## src/rtl/multi_code_system.sv

```systemverilog
// multi_code_system: converts A/B to binary, Gray, excess-3 or BCD and compares them; one register stage
// Ports:
//   clk, rst_n         clock, asynchronous active-low reset
//   in_valid           sample A/B/mode on this edge
//   A, B [3:0]         unsigned operands
//   mode [1:0]         00 binary, 01 Gray, 10 excess-3, 11 BCD
//   convA, convB [3:0] converted operands
//   gt, lt, eq         raw unsigned compare of A and B
//   errA, errB         operand above 9 in a decimal code
//   out_valid          one-cycle strobe following each sampled in_valid
module multi_code_system (
  input  logic       clk,
  input  logic       rst_n,
  input  logic       in_valid,
  input  logic [3:0] A,
  input  logic [3:0] B,
  input  logic [1:0] mode,
  output logic [3:0] convA,
  output logic [3:0] convB,
  output logic       gt,
  output logic       lt,
  output logic       eq,
  output logic       errA,
  output logic       errB,
  output logic       out_valid
);
  logic [3:0] ca, cb;
  logic       ea, eb;
  always_comb begin
    ca = mode == 2'b00 ? A : mode == 2'b01 ? A ^ (A >> 1) : mode == 2'b10 ? A + 4'd3 : (A > 4'd9 ? A - 4'd10 : A);
    cb = mode == 2'b00 ? B : mode == 2'b01 ? B ^ (B >> 1) : mode == 2'b10 ? B + 4'd3 : (B > 4'd9 ? B - 4'd10 : B);
    ea = mode[1] && A > 4'd9;
    eb = mode[1] && B > 4'd9;
  end
  always_ff @(posedge clk or negedge rst_n) begin
    if (!rst_n) begin
      convA     <= '0;
      convB     <= '0;
      gt        <= 1'b0;
      lt        <= 1'b0;
      eq        <= 1'b0;
      errA      <= 1'b0;
      errB      <= 1'b0;
      out_valid <= 1'b0;
    end else begin
      out_valid <= in_valid;
      if (in_valid) begin
        convA <= ca;
        convB <= cb;
        gt    <= A > B;
        lt    <= A < B;
        eq    <= A == B;
        errA  <= ea;
        errB  <= eb;
      end
    end
  end
endmodule

```

## config.mk

```make
export PLATFORM = sky130hd
export DESIGN_NAME = multi_code_system
export DESIGN_NICKNAME = d
export VERILOG_FILES = /design/src/rtl/multi_code_system.sv
export SDC_FILE = /design/constraint.sdc
export NUM_CORES = 1
export LEC_CHECK = 0
export CAP_MARGIN = 30
export CORE_ASPECT_RATIO = 1.1
export CORE_MARGIN = 2
export CORE_UTILIZATION = 26
export CTS_CLUSTER_SIZE = 10
export DETAILED_ROUTE_END_ITERATION = 10
export MAX_ROUTING_LAYER = met4
export PLACE_DENSITY = 0.47
export SETUP_SLACK_MARGIN = 0.4
export SLEW_MARGIN = 20
export SYNTH_ARGS = -nofsm -noshare
export SYNTH_HDL_FRONTEND = slang
export SYNTH_SLANG_ARGS = --single-unit
```

## constraint.sdc

```tcl
create_clock -name clk -period 2.2 [get_ports clk]
set_input_delay 0.22 -clock clk [delete_from_list [all_inputs] [get_ports clk]]
set_output_delay 0.22 -clock clk [all_outputs]
set_load 0.02 [all_outputs]
```

Yosys cells after proc, flatten, opt, wreduce, memory -nomap -nowiden:

Index checks and enable logic that the tools add are counted.

* bits in registers: 14
* bits of input ports: 13
* output and inout port bits: 14
* word-level logic and storage cells: 32

* add/subtract/negate cells: 4
* order comparisons: 4
* equality and inequality tests: 3
* multiplexer cells: 8
* bitwise logic cells: 2
* reduce and logical (&&, ||, !) cells: 3

Operators with widths (count)
* two-way mux 4 bit: 8
* adder 4 x 2 -> 4 bit (second input constant): 2
* greater-than comparator 4 bit (second input constant): 2
* subtractor 4 bit (second input constant): 2
* bitwise XOR 4 x 3 -> 4 bit: 2
* equality test 4 bit: 1
* greater-than comparator 4 bit: 1
* < comparator 4 bit: 1
* equality test 2 x 1 -> 1 bit (second input constant): 1
* equality test 2 bit (second input constant): 1
* logical AND 1 bit: 2
* zero test 2 bit: 1

Logic depth before layout (Yosys ltp):

* word-level depth: 5
* mapped depth: 6
* depth with buffers taken out: 6

Least setup slack after synthesis:

OpenSTA, ideal clock, no wires.

* path type: input-to-reg
* from: input port A[2]
* to: register convA[2]
* library setup time: 0.082 ns
* arrival time: 1.245 ns
* data required time: 2.118 ns
* setup slack: 0.873 ns
* stages on the path: 6
* path buffers: 0
* path through: inv_1 > ha_1 > nor2b_1 > o21ai_1 > mux2_1 > o22ai_1

* word-level cells in the longest chain between the ends: 5
* elaborated cells between the ends (all ways): 8
* classes of those cells: 2 x add/sub; 1 x order compare; 4 x mux; 1 x bitwise

RTL lines
* start, declared: line 15 `input logic [3:0] A,`
* subtractor 4 bit / greater-than comparator 4 bit (equally long branches): line 30 `ca = mode == 2'b00 ? A : mode == 2'b01 ? A ^ (A >> 1) : mode == 2'b10 ? A + 4'd3 : (A > 4'd9 ? A - 4'd10 : A);`
* two-way mux 4 bit (3 in series): line 30
* two-way mux 4 bit (*): line 30
* end signal, assigned: line 37 `convA <= '0;`
* end signal, assigned: line 48 `convA <= ca;`
* end, declared: line 18 `output logic [3:0] convA,`

Mark *: on every way between the ends. The rest lies on a longest branch, timed or not.
A chain may end at the register's enable or synchronous reset.

Worst setup path after layout:

* from: input port A[0]
* to: register convA[3]

* word-level cells in the longest chain between the ends: 5
* elaborated cells between the ends (all ways): 7
* classes of those cells: 2 x add/sub; 1 x order compare; 4 x mux

RTL lines (line)
* subtractor 4 bit / greater-than comparator 4 bit (equally long branches): 30
* two-way mux 4 bit: 30
* two-way mux 4 bit (*) (3 in series): 30

Marks and branches as above.

==> impl_metrics.yaml <==
detailed_routing:
  num_vias: 1013
  first_pass_iters: 4
  drt-total-wl_um: 2950
  routedWlPerCell_um: 14.1
  viasPerCell: 4.85
  remaining_drc_errors: 0
  drt_iter0_drc: 33
  ant_nets: 0
logic_synthesis:
  synth_top_family_by_area: "compound AO/OA/AOI/OAI gates"
  yosys.area_share.simple_pct: 13.4
  synthesis.nets: 153
  synth_mux_area_share_pct: 5.51
  yosysSeqAreaShare_pct: 30.2
  synthAdderAreaFrac_pct: 19.4
  syn_inst: 122
  ys_warn_count: 0
  avgSynthCellArea_um2: 9.50
  synth_compound_area_share_pct: 20.5
  synthXorXnorAreaFrac_pct: 3.78
  ys_ff_latch: 14
  mappedNetlistArea_um2: 1160
  synth_cell_types: 36
cts:
  clk-insertion-delay-late_ns: 0.24
  post-cts-setup-buffers: 0
  cts_tree: "yes"
  htree_levels: 1
  path_clk_slew_ns: 0.06
  clock_path_buffers: 2
  cts_inserted_buffers: 3
  clock-sinks: 14
  clock_tree.root_cell: "clkbuf_8"
layout:
  final_cell_mix: "21 x clkdlybuf4s50_1, 18 x ha_1, 14 x dfrtp_1"
  syn_to_final_growth_pct: 35.2
  multi_input_area_um2: 726
  antennaDiodeCount: 0
  drive_above_1_share_pct: 10.3
  seq_area_um2: 350
  layout_commonest_cell: "clkdlybuf4s50_1"
  nets: 188
  fill_cells: 428
worst_setup_path:
  reg2regPathDepth: 3
  path_max_fanout: 2
  cp.required_ns: 2.38
  critPathCaptureType: "register"
  crit_start: "A[0]"
  path_class: "input pin to register"
  regToRegStartpoint: "convA[3]"
  worst_r2r_endpoint: "convA[3]"
  crit_arrival_ns: 1.90
  ff2ff_setup_slack_ns: 1.32
  startpoint_type: "input pin"
  endpoint: "convA[3]"
status:
  status: "finished clean"
placed_design:
  dp_hpwl_um: 2380
  port_buffers: 26
  gp_congestion: 0.852
grt:
  track_usage_pct: 14.0
  grt.overflow.total: 0
  grt_pass1_wl_um: 5140
  antenna_found_initial: 0
  grt_max_degree: 15
  grt_pass1_vias: 1089
run:
  max_cap_viol_count: 0
sta:
  fin_setup_tns_ns: 0
  rsz0062_at_grt: "true"
  final-setup-viol-count: 0
  timing.final.crit_share_pct: 78.4
  worstMarginPinSlew_ns: 0.652
  clock.fmax_mhz: 580
  maxSlewViolCount: 0
  skew_ns: 0
  maxSlewHeadroom_pct: 56.4
  min_period_ns: 1.72
  finalHoldViolCount: 0
power:
  swShare_pct: 31.3
  power_density_nw_per_um2: 519
  pwr-share-seq_pct: 37.6
  power_frac_comb_pct: 37.1
  ir_drop_v: 0.000178
  pwr-share-clk_pct: 25.3
  p_leak_nw: 0.717
  finalPower_mw: 0.812
  p_switching_mw: 0.255
  intPower_mw: 0.558
floorplan:
  io_pins: 27
  die_area_um2: 5010
  core_area_um2: 4290
  die_y_um: 74.0
  die_w_um: 67.7
  num_rows: 25
  start_util_pct: 27.0
min_path:
  hold_path_class: "input pin to asynchronous set/reset pin"
## cells in the mapped netlist (all sizes together)
master | count | area (um2)
a21oi | 6 | 30.0
dfrtp | 14 | 350
o311ai | 1 | 8.76
o21a | 1 | 7.51
o221a | 2 | 22.5
mux2i | 3 | 30.0
nor2 | 2 | 7.51
a31oi | 3 | 18.8
inv | 14 | 52.6
xnor2 | 5 | 43.8
nand3 | 1 | 5.00
and2b | 2 | 15.0
o2bb2ai | 2 | 17.5
a2bb2oi | 2 | 17.5
nand2b | 1 | 6.26
nand2 | 6 | 22.5
o2111ai | 2 | 17.5
nand3b | 2 | 15.0
ha | 18 | 225
a31o | 1 | 8.76
clkinv | 1 | 3.75
a2111oi | 2 | 23.8
nor2b | 8 | 50.1
buf | 4 | 26.3
and4 | 1 | 8.76
o22ai | 2 | 12.5
nand4 | 2 | 12.5
mux2 | 3 | 33.8
o21ai | 7 | 35.0
or2 | 2 | 12.5
a221oi | 2 | 17.5
## kinds of logic after synthesis
logic type	count (synthesis)
compound gates	33
xor+xnor	5
fa+ha+maj	18
buf+inv	19
flops	14
mux	6
simple gates	27
## critical path, cell delays in order
cell	delay [ns]
clkdlybuf4s50_1	0.48
inv_1	0.08
ha_1	0.22
nor2b_1	0.18
o2111ai_1	0.15
a2111oi_0	0.42
nand3b_1	0.16
## what timing repair did
action,in CTS,in global routing
hold buffers,0,0
cloned,0,0
endpoints found under the hold margin,0,0
endpoints found under the setup margin,2,3
resized for setup,3,4
pin swaps,1,0
## registers in the layout, indices dropped and copies added (netlist names)
signal     flops
eq             1
out_valid      1
errB           1
convA          4
gt             1
convB          4
lt             1
errA           1
## per-layer routing
metal	part of all wire, %	vias to the layer above	track usage [%]
met5	0	-	-
li1	-	503	-
met1	45	481	17.3
met2	48	23	22.4
met3	3.8	6	2.42
met4	2.9	0	6.12
## area by class of cell
type	count	area share, %
Multi-Input combinational cell	89	46.3
Sequential cell	14	22.4
Timing Repair Buffer	34	20.8
Tap cell	54	4.31
Inverter	15	3.59
Clock buffer	3	2.64
## worst min path at each step
stage                to  slack, ns  cells after the start
2_1_floorplan  convA[0]      -0.08                      0
3_3_place_gp       errA       0.48                      1
5_1_grt        convA[1]       0.42                      1
6_report       convA[2]       0.38                      1
3_5_place_dp       errB       0.48                      1
4_1_cts        convA[2]       0.41                      1
## power groups by stage
stage	Sequential (mW)	Clock (mW)	Combinational [mW]
floorplan	0.346	0	0.124
global placement	0.309	0	0.306
detailed placement	0.311	0	0.305
CTS	0.307	0.215	0.306
global route	0.310	0.232	0.334
finish	0.306	0.206	0.301
## through the flow
| step | hold WS [ns] | instances | area, um2 | setup WS, ns | util [%] |
|---|---|---|---|---|---|
| 6_report | 0.382 | 209 | 1570 | 0.476 | 36.6 |
| 5_1_grt | 0.422 | 209 | 1570 | 0.393 | 36.6 |
| 4_1_cts | 0.413 | 209 | 1560 | 0.445 | 36.4 |
| 3_5_place_dp | 0.483 | 206 | 1520 | 0.0985 | 35.5 |
| 3_3_place_gp | 0.480 | 206 | 1520 | 0.125 | 35.5 |
| 2_1_floorplan | -0.0756 | 122 | 1160 | 0.873 | - |
Note: power is estimated with default switching activity, not from simulation.
